**config.mk**
```make
export PLATFORM = sky130hd
export DESIGN_NAME = if_tracker
export DESIGN_NICKNAME = d
export VERILOG_FILES = /design/src/rtl/if_tracker.sv
export SDC_FILE = /design/constraint.sdc
export NUM_CORES = 1
export LEC_CHECK = 0
export BUFFER_PORTS_ARGS = -buffer_cell sky130_fd_sc_hd__clkbuf_2
export CAP_MARGIN = 15
export CORE_UTILIZATION = 37
export CTS_BUF_LIST = sky130_fd_sc_hd__clkbuf_2 sky130_fd_sc_hd__clkbuf_4 sky130_fd_sc_hd__clkbuf_8
export DETAILED_ROUTE_END_ITERATION = 10
export PLACE_DENSITY_LB_ADDON = 0.25
export SYNTH_ARGS = -nofsm -noshare
export SYNTH_HDL_FRONTEND = slang
export SYNTH_SLANG_ARGS = --single-unit
```
**constraint.sdc**
```tcl
create_clock -name clk -period 5 [get_ports clk]
set_input_delay 0.5 -clock clk [delete_from_list [all_inputs] [get_ports clk]]
set_output_delay 0.5 -clock clk [all_outputs]
set_load 0.02 [all_outputs]
```
**src/rtl/if_tracker.sv**
```systemverilog
// Fetch-stage trace source: timestamps granted instruction fetches and emits one trace element per returned fetch.
// Build option: define IF_TRACKER_GNT_WAIT_EN to start the timestamp at the first request cycle instead of the grant cycle.
package if_tracker_pkg;
    typedef struct packed {
        int time_start;
        int time_end;
    } stage_data_t;

    typedef struct packed {
        logic [31:0] addr;
        logic        pass_through;
        stage_data_t if_data;
        stage_data_t id_data;
        stage_data_t ex_data;
        stage_data_t wb_data;
    } trace_output_t;
endpackage

module if_tracker #(
    parameter int  INSTR_ADDR_WIDTH = 32,
    parameter int  PENDING_DEPTH    = 4,
    parameter type trace_output     = if_tracker_pkg::trace_output_t
) (
    input  logic                        clk,
    input  logic                        rst,
    input  logic signed [31:0]          counter,
    input  logic                        instr_req,
    input  logic                        instr_gnt,
    input  logic [INSTR_ADDR_WIDTH-1:0] instr_addr,
    input  logic                        instr_rvalid,
    output trace_output                 if_data_o,
    output logic                        if_data_valid,
    output logic                        overflow,
    output logic                        spurious_rvalid
);

    localparam int PW = (PENDING_DEPTH > 1) ? $clog2(PENDING_DEPTH) : 1;
    localparam logic [PW:0] DEPTH_L = PENDING_DEPTH[PW:0];

    typedef enum logic {IDLE, REQ_WAIT} state_t;

    state_t                      r_state;
    state_t                      w_state_nxt;
    logic                        w_push;
    logic signed [31:0]          w_push_start;
`ifdef IF_TRACKER_GNT_WAIT_EN
    logic signed [31:0]          r_start;
    logic                        w_latch;
`endif

    logic [INSTR_ADDR_WIDTH-1:0] r_q_addr  [PENDING_DEPTH];
    logic signed [31:0]          r_q_start [PENDING_DEPTH];
    logic [PW-1:0]               r_wr_ptr;
    logic [PW-1:0]               r_rd_ptr;
    logic [PW:0]                 r_count;
    logic                        w_full;
    logic                        w_empty;
    logic                        w_do_push;
    logic                        w_do_pop;
    trace_output                 w_elem;
    trace_output                 r_out;
    logic                        r_valid;
    logic                        r_ovf;
    logic                        r_spur;

    always_comb begin
        w_state_nxt  = r_state;
        w_push       = 1'b0;
        w_push_start = counter;
`ifdef IF_TRACKER_GNT_WAIT_EN
        w_latch      = 1'b0;
`endif
        case (r_state)
            IDLE: begin
                if (instr_req) begin
                    if (instr_gnt) begin
                        w_push = 1'b1;
                    end else begin
                        w_state_nxt = REQ_WAIT;
`ifdef IF_TRACKER_GNT_WAIT_EN
                        w_latch     = 1'b1;
`endif
                    end
                end
            end
            REQ_WAIT: begin
                if (instr_gnt) begin
                    w_push      = 1'b1;
`ifdef IF_TRACKER_GNT_WAIT_EN
                    w_push_start = r_start;
`endif
                    w_state_nxt = IDLE;
                end else if (!instr_req) begin
                    // request withdrawn before grant: nothing to trace
                    w_state_nxt = IDLE;
                end
            end
            default: w_state_nxt = IDLE;
        endcase
    end

    always_ff @(posedge clk) begin
        if (rst) begin
            r_state <= IDLE;
        end else begin
            r_state <= w_state_nxt;
        end
    end

`ifdef IF_TRACKER_GNT_WAIT_EN
    always_ff @(posedge clk) begin
        if (w_latch) begin
            r_start <= counter;
        end
    end
`endif

    assign w_full    = (r_count == DEPTH_L);
    assign w_empty   = (r_count == '0);
    assign w_do_push = w_push && !w_full;
    assign w_do_pop  = instr_rvalid && !w_empty;

    // Entry storage carries no reset; occupancy is defined by the pointers and count.
    always_ff @(posedge clk) begin
        if (w_do_push) begin
            r_q_addr[r_wr_ptr]  <= instr_addr;
            r_q_start[r_wr_ptr] <= w_push_start;
        end
    end

    always_ff @(posedge clk) begin
        if (rst) begin
            r_wr_ptr <= '0;
            r_rd_ptr <= '0;
            r_count  <= '0;
        end else begin
            if (w_do_push) begin
                r_wr_ptr <= r_wr_ptr + 1'b1;
            end
            if (w_do_pop) begin
                r_rd_ptr <= r_rd_ptr + 1'b1;
            end
            case ({w_do_push, w_do_pop})
                2'b10:   r_count <= r_count + 1'b1;
                2'b01:   r_count <= r_count - 1'b1;
                default: r_count <= r_count;
            endcase
        end
    end

    always_comb begin
        w_elem                    = '0;
        w_elem.addr               = r_q_addr[r_rd_ptr];
        w_elem.pass_through       = 1'b0;
        w_elem.if_data.time_start = r_q_start[r_rd_ptr];
        w_elem.if_data.time_end   = counter;
    end

    always_ff @(posedge clk) begin
        if (rst) begin
            r_out   <= '0;
            r_valid <= 1'b0;
            r_ovf   <= 1'b0;
            r_spur  <= 1'b0;
        end else begin
            r_valid <= w_do_pop;
            if (w_do_pop) begin
                r_out <= w_elem;
            end
            if (w_push && w_full) begin
                r_ovf <= 1'b1;
            end
            if (instr_rvalid && w_empty) begin
                r_spur <= 1'b1;
            end
        end
    end

    assign if_data_o       = r_out;
    assign if_data_valid   = r_valid;
    assign overflow        = r_ovf;
    assign spurious_rvalid = r_spur;

endmodule
```
### Yosys cells after proc, flatten, opt, wreduce, memory -nomap -nowiden

Memory sizes are Yosys's and may differ from the RTL's. A register that Yosys moved wholly into a read port is not among the register bits.
Index checks and enable logic that the tools add are counted.

* memories: 2
* RAM bits: 256
* bits of input ports: 69
* register bits: 43
* output and inout bits: 292
* logic and storage cells: 37

Memory list
* r_q_addr: depth 4, bits a word 32, read ports 1, clocked after Yosys merged registers in 1, write ports 1, RTL line 51 `logic [INSTR_ADDR_WIDTH-1:0] r_q_addr [PENDING_DEPTH];`
* r_q_start: depth 4, bits a word 32, read ports 1, clocked after Yosys merged registers in 1, write ports 1, RTL line 52 `logic signed [31:0] r_q_start [PENDING_DEPTH];`

* eq/ne operators: 3
* reductions and logical operators: 8
* multiplexer cells: 11
* add/subtract/negate cells: 4
* bitwise gates (word level): 1

Operators by type and width (number)
* 2-to-1 mux 1 bit: 8
* one-hot mux 3 bit (2 select lines): 1
* adder 2 x 1 -> 2 bit (second input constant): 2
* logical AND 1 bit: 4
* one-hot mux 1 bit (2 select lines): 2
* adder 3 x 1 -> 3 bit (second input constant): 1
* equality test 3 bit (second input constant): 1
* zero test 3 bit: 1
* subtractor 3 x 1 -> 3 bit (second input constant): 1
* equality test 2 x 1 -> 1 bit (second input constant): 1
* equality test 2 bit (second input constant): 1
* zero test 1 bit: 2
* nonzero test 2 bit: 1
* inverter 1 bit: 1

### Longest topological paths before layout

* depth after elaboration: 6
* gate-level depth with buffers: 9
* gate-level depth less buffers: 9

### Worst setup path after synthesis

OpenSTA, ideal clock, no wires.

* path kind: input to register
* start: in instr_req
* end: mem r_q_addr[0][0] (enable)
* data required time: 4.571 ns
* cell stages on the path: 2
* path buffers: 0
* path slack: 2.308 ns
* arrival time: 2.263 ns
* path through: o21a_1 -> and3_1

* cells in the longest elaborated chain, start to end: 5

RTL lines
* start: declaration: RTL line 27 `input logic instr_req,`
* 2-to-1 mux 1 bit: RTL line 75 `if (instr_req) begin`
* one-hot mux 1 bit (2 select lines): RTL line 73 `case (r_state)`
* logical AND 1 bit: RTL line 120 `assign w_do_push = w_push && !w_full;`
* 2-to-1 mux 1 bit: RTL line 125 `if (w_do_push) begin`
* 2-to-1 mux 1 bit (implied by the code): RTL line 126 `r_q_addr[r_wr_ptr] <= instr_addr;`
* end: declaration: RTL line 51

Every way passes these cells.

### Final worst setup path

* start: reg r_count[2]
* end: reg r_count[2]

* cells in the longest elaborated chain, start to end: 5
* elaborated cells between the ends (all ways): 12
* those cells by class: 2 x add/sub; 3 x eq/ne; 1 x mux; 6 x reduce/logical

RTL lines
* start: declaration: RTL line 55 `logic [PW:0] r_count;`
* start signal: assignment: RTL line 144 `2'b10: r_count <= r_count + 1'b1;`
* start signal: assignment: RTL line 145 `2'b01: r_count <= r_count - 1'b1;`
* start signal: assignment: RTL line 146 `default: r_count <= r_count;`
* equality test 3 bit / zero test 3 bit (equally long branches): RTL line 118, 119
* zero test 1 bit, on equally long branches: RTL line 120, 121
* logical AND 1 bit, on equally long branches: RTL line 120, 121
* equality test 2 x 1 -> 1 bit / equality test 2 bit (equally long branches): RTL line 143 `case ({w_do_push, w_do_pop})`
* one-hot mux 3 bit (2 select lines) / nonzero test 2 bit (equally long branches)

Several ways; a longest one is shown, not always the timed one.
A chain may end at the register's enable or synchronous reset.

==> impl_metrics.py <==
metrics = {
    "cts": {
        "cts_tree": "built",
        "cts_made_buffers": 60,
        "cts_buffer_depth": 3,
        "h-tree-depth": 2,
        "cts.clk_slew.worst_paths_ns": 0.06,
        "insertion_delay_ns": 0.65,
        "cts_resized": 0,
        "clock_sinks": 363,
        "root_buffer": "clkbuf_8",
    },
    "final_layout": {
        "utilization_pct": 42.7,
        "drive_above_1_share_pct": 28.7,
        "final_common_cell": "edfxtp_1",
        "mostFrequentLayoutCells": "256 x edfxtp_1, 193 x conb_1, 192 x nand2_1",
        "syn2layout_area_growth_pct": 13.9,
        "fill_cells": 3588,
        "nets": 1279,
        "finalNonFillerCells": 1775,
    },
    "drt": {
        "dr.pass1.iters": 4,
        "post_drt_via_cell_ratio": 4.41,
        "drc_errors": 0,
        "drtAntennaViolNets": 0,
        "drt-met1-wl_um": 12200,
        "drtIter0Drc": 265,
        "met2WireLength_um": 14100,
        "maxUsedRoutingLayer": "met5",
        "drt_wl_total_um": 29000,
        "dr_wl_met3_um": 2150,
        "wl_per_cell_um": 16.4,
        "vias": 7824,
    },
    "placed_design": {
        "io_buffers": 167,
        "dpl.cell_count": 1654,
        "place.gp.congestion": 0.711,
        "dp_hpwl_um": 16500,
    },
    "logic_synthesis": {
        "syn_inst": 1006,
        "yosysTopAreaCell": "edfxtp_1",
        "synth_seq_cells": 363,
        "yosys_warnings": 0,
        "synth_area_leaders": "edfxtp_1 53%, dfxtp_1 15%, buf_4 10%",
        "synth_area_per_cell_um2": 14.4,
        "synth.distinct_cells": 25,
        "ys_seq_area_share_pct": 67.9,
        "synth_area_um2": 14500,
        "synth.top_cell.area_share_pct": 53.1,
    },
    "die": {
        "dieArea_um2": 39900,
        "fp.dieW_um": 200,
        "ios": 361,
        "coreArea_um2": 38600,
        "start_util_pct": 37.4,
        "dieHeight_um": 200,
        "rows": 72,
    },
    "global_route": {
        "grt_usage_pct": 14.8,
        "antenna_found_initial": 2,
        "grt.overflow.total": 0,
        "grt_max_degree": 83,
        "first_global_vias": 7660,
        "grt_pass1_wl_um": 43800,
    },
    "power": {
        "leakage_nw": 6.07,
        "powerDensity_nw_per_um2": 503,
        "comb_power_share_pct": 22.0,
        "vdd_drop_max_mv": 0.266,
        "switchingPower_mw": 2.57,
        "seqPwrFrac_pct": 45.3,
        "clockPowerShare_pct": 32.6,
        "cellInternalPower_mw": 5.73,
        "power.share.switching_pct": 30.9,
    },
    "setup_path": {
        "critPathSlowestCell": "o31ai_4",
        "crit_arrival_ns": 3.47,
        "max_stage_delay_ns": 0.89,
        "startpoint_type": "register",
        "required_ns": 5.57,
        "path_class": "reg2reg",
        "worstPathCellList": "o31ai_4 > inv_4 > ha_1 > inv_1 > fa_1 > xor2_1 > or3_1 > a21oi_1",
        "crit_fanout": 43,
        "cp-end-kind": "register",
    },
    "timing": {
        "timing.final.crit_share_pct": 58.1,
        "rsz0062_at_grt": "no",
        "max_freq_mhz": 344,
        "slew_headroom_pct": 32.4,
        "timing.setup.tns_ns": 0,
        "clock_skew_ns": 0.0264,
        "final-setup-viol-count": 0,
        "report.final.slew_viol_count": 0,
        "tightest_slew_ns": 1.01,
        "finalCriticalPeriod_ns": 2.90,
        "hold_violations": 0,
        "fin_worst_hold_slack_ns": 0.0681,
    },
    "outcome": {
        "outcome": "finished, final reports clean",
    },
    "flow_run": {
        "drv_cap": 0,
    },
    "min_path": {
        "hold_class": "in2reg",
    },
}
power by group through the flow:
stage	Clock, mW	Sequential [mW]	Combinational [mW]
floorplan	0	3.95	1.31
global placement	0	3.83	1.86
detailed placement	0	3.84	1.87
CTS	2.82	3.78	1.88
global route	2.94	3.81	2.04
finish	2.71	3.76	1.83
cell families after synthesis:
group                      share of synthesized area, %
muxes                                              9.96
and+or+nand+nor                                    5.71
xor gates and xnor gates                          0.182
buffers and inverters                              11.7
DFF                                                67.9
other                                            0.0259
AOI/OAI and AO/OA                                  3.93
adders and majority gates                         0.571
path summary, 6_finish.rpt:
| check | start | to | slack [ns] | cells past startpoint |
|---|---|---|---|---|
| setup / recovery | r_count[2] | r_count[2] | 2.10 | 8 |
| hold / removal | instr_addr[7] | r_q_addr[2][7] | 0.07 | 1 |
| setup reg to reg | r_count[2] | r_count[2] | 2.10 | 8 |
| hold reg to reg | if_data_o[214] | if_data_o[214] | 0.45 | 2 |
cell type report:
type                            count  area [µm²]  area share, %
Tap cell                          518         648           3.93
Timing Repair Buffer              183         973           5.91
Inverter                            8        32.5          0.197
Multi-Input combinational cell    588        3690           22.4
Clock buffer                      100        1210           7.33
Sequential cell                   363        9840           59.7
Clock inverter                     14        91.3          0.554
Antenna cell                        1        2.50         0.0152
critical path: cells and delay by family, from the launching register on:
family | cells | cell delay (ns)
buffers and inverters | 2 | 0.48
AO/OA/AOI/OAI | 2 | 1.05
AND/OR/NAND/NOR | 1 | 0.30
flip-flops | 1 | 0.37
adder cells (fa/ha/maj) | 2 | 0.55
XOR/XNOR | 1 | 0.08
stage by stage:
stage / area (µm²) / power [mW] / setup WS [ns]
floorplan: 15200 / 5.26 / 2.31
global placement: 15100 / 5.68 / 2.17
detailed placement: 15100 / 5.71 / 2.06
CTS: 16500 / 8.47 / 2.05
global route: 16500 / 8.79 / 1.85
finish: 16500 / 8.30 / 2.10
repair_timing:
action,CTS,global route
hold buffers,6,0
setup buffers,0,0
hold endpoints to repair,12,0
registers in the layout, summed over array words and instances (netlist names):
name / flops
r_state: 1
spurious_rvalid: 1
overflow: 1
r_count: 3
r_rd_ptr: 2
if_data_valid: 1
r_q_addr: 128
if_data_o: 96
r_q_start: 128
r_wr_ptr: 2
synthesized netlist by cell type:
cell and number:
buf_4 200, or3b_2 1, fa_1 1, dfxtp_1 107, mux4_2 64, conb_1 1, and3_1 4, buf_2 11
a21oi_1 103, or3_1 2, inv_2 1, nor2_1 8, xor2_1 2, o21ai_0 5, clkbuf_1 28, nor3_1 1
nand2_1 192, o31ai_4 1, o21a_1 1, ha_1 5, nor3b_1 2, xnor2_1 1, nand3_1 2, inv_1 7
edfxtp_1 256
per-layer routing:
layer,global-route usage (%),vias up
met5,0,-
met4,6.05,2
met3,4.65,51
met2,24.3,293
met1,18.0,3850
li1,-,3628
Power figures use the tool's default switching activity.
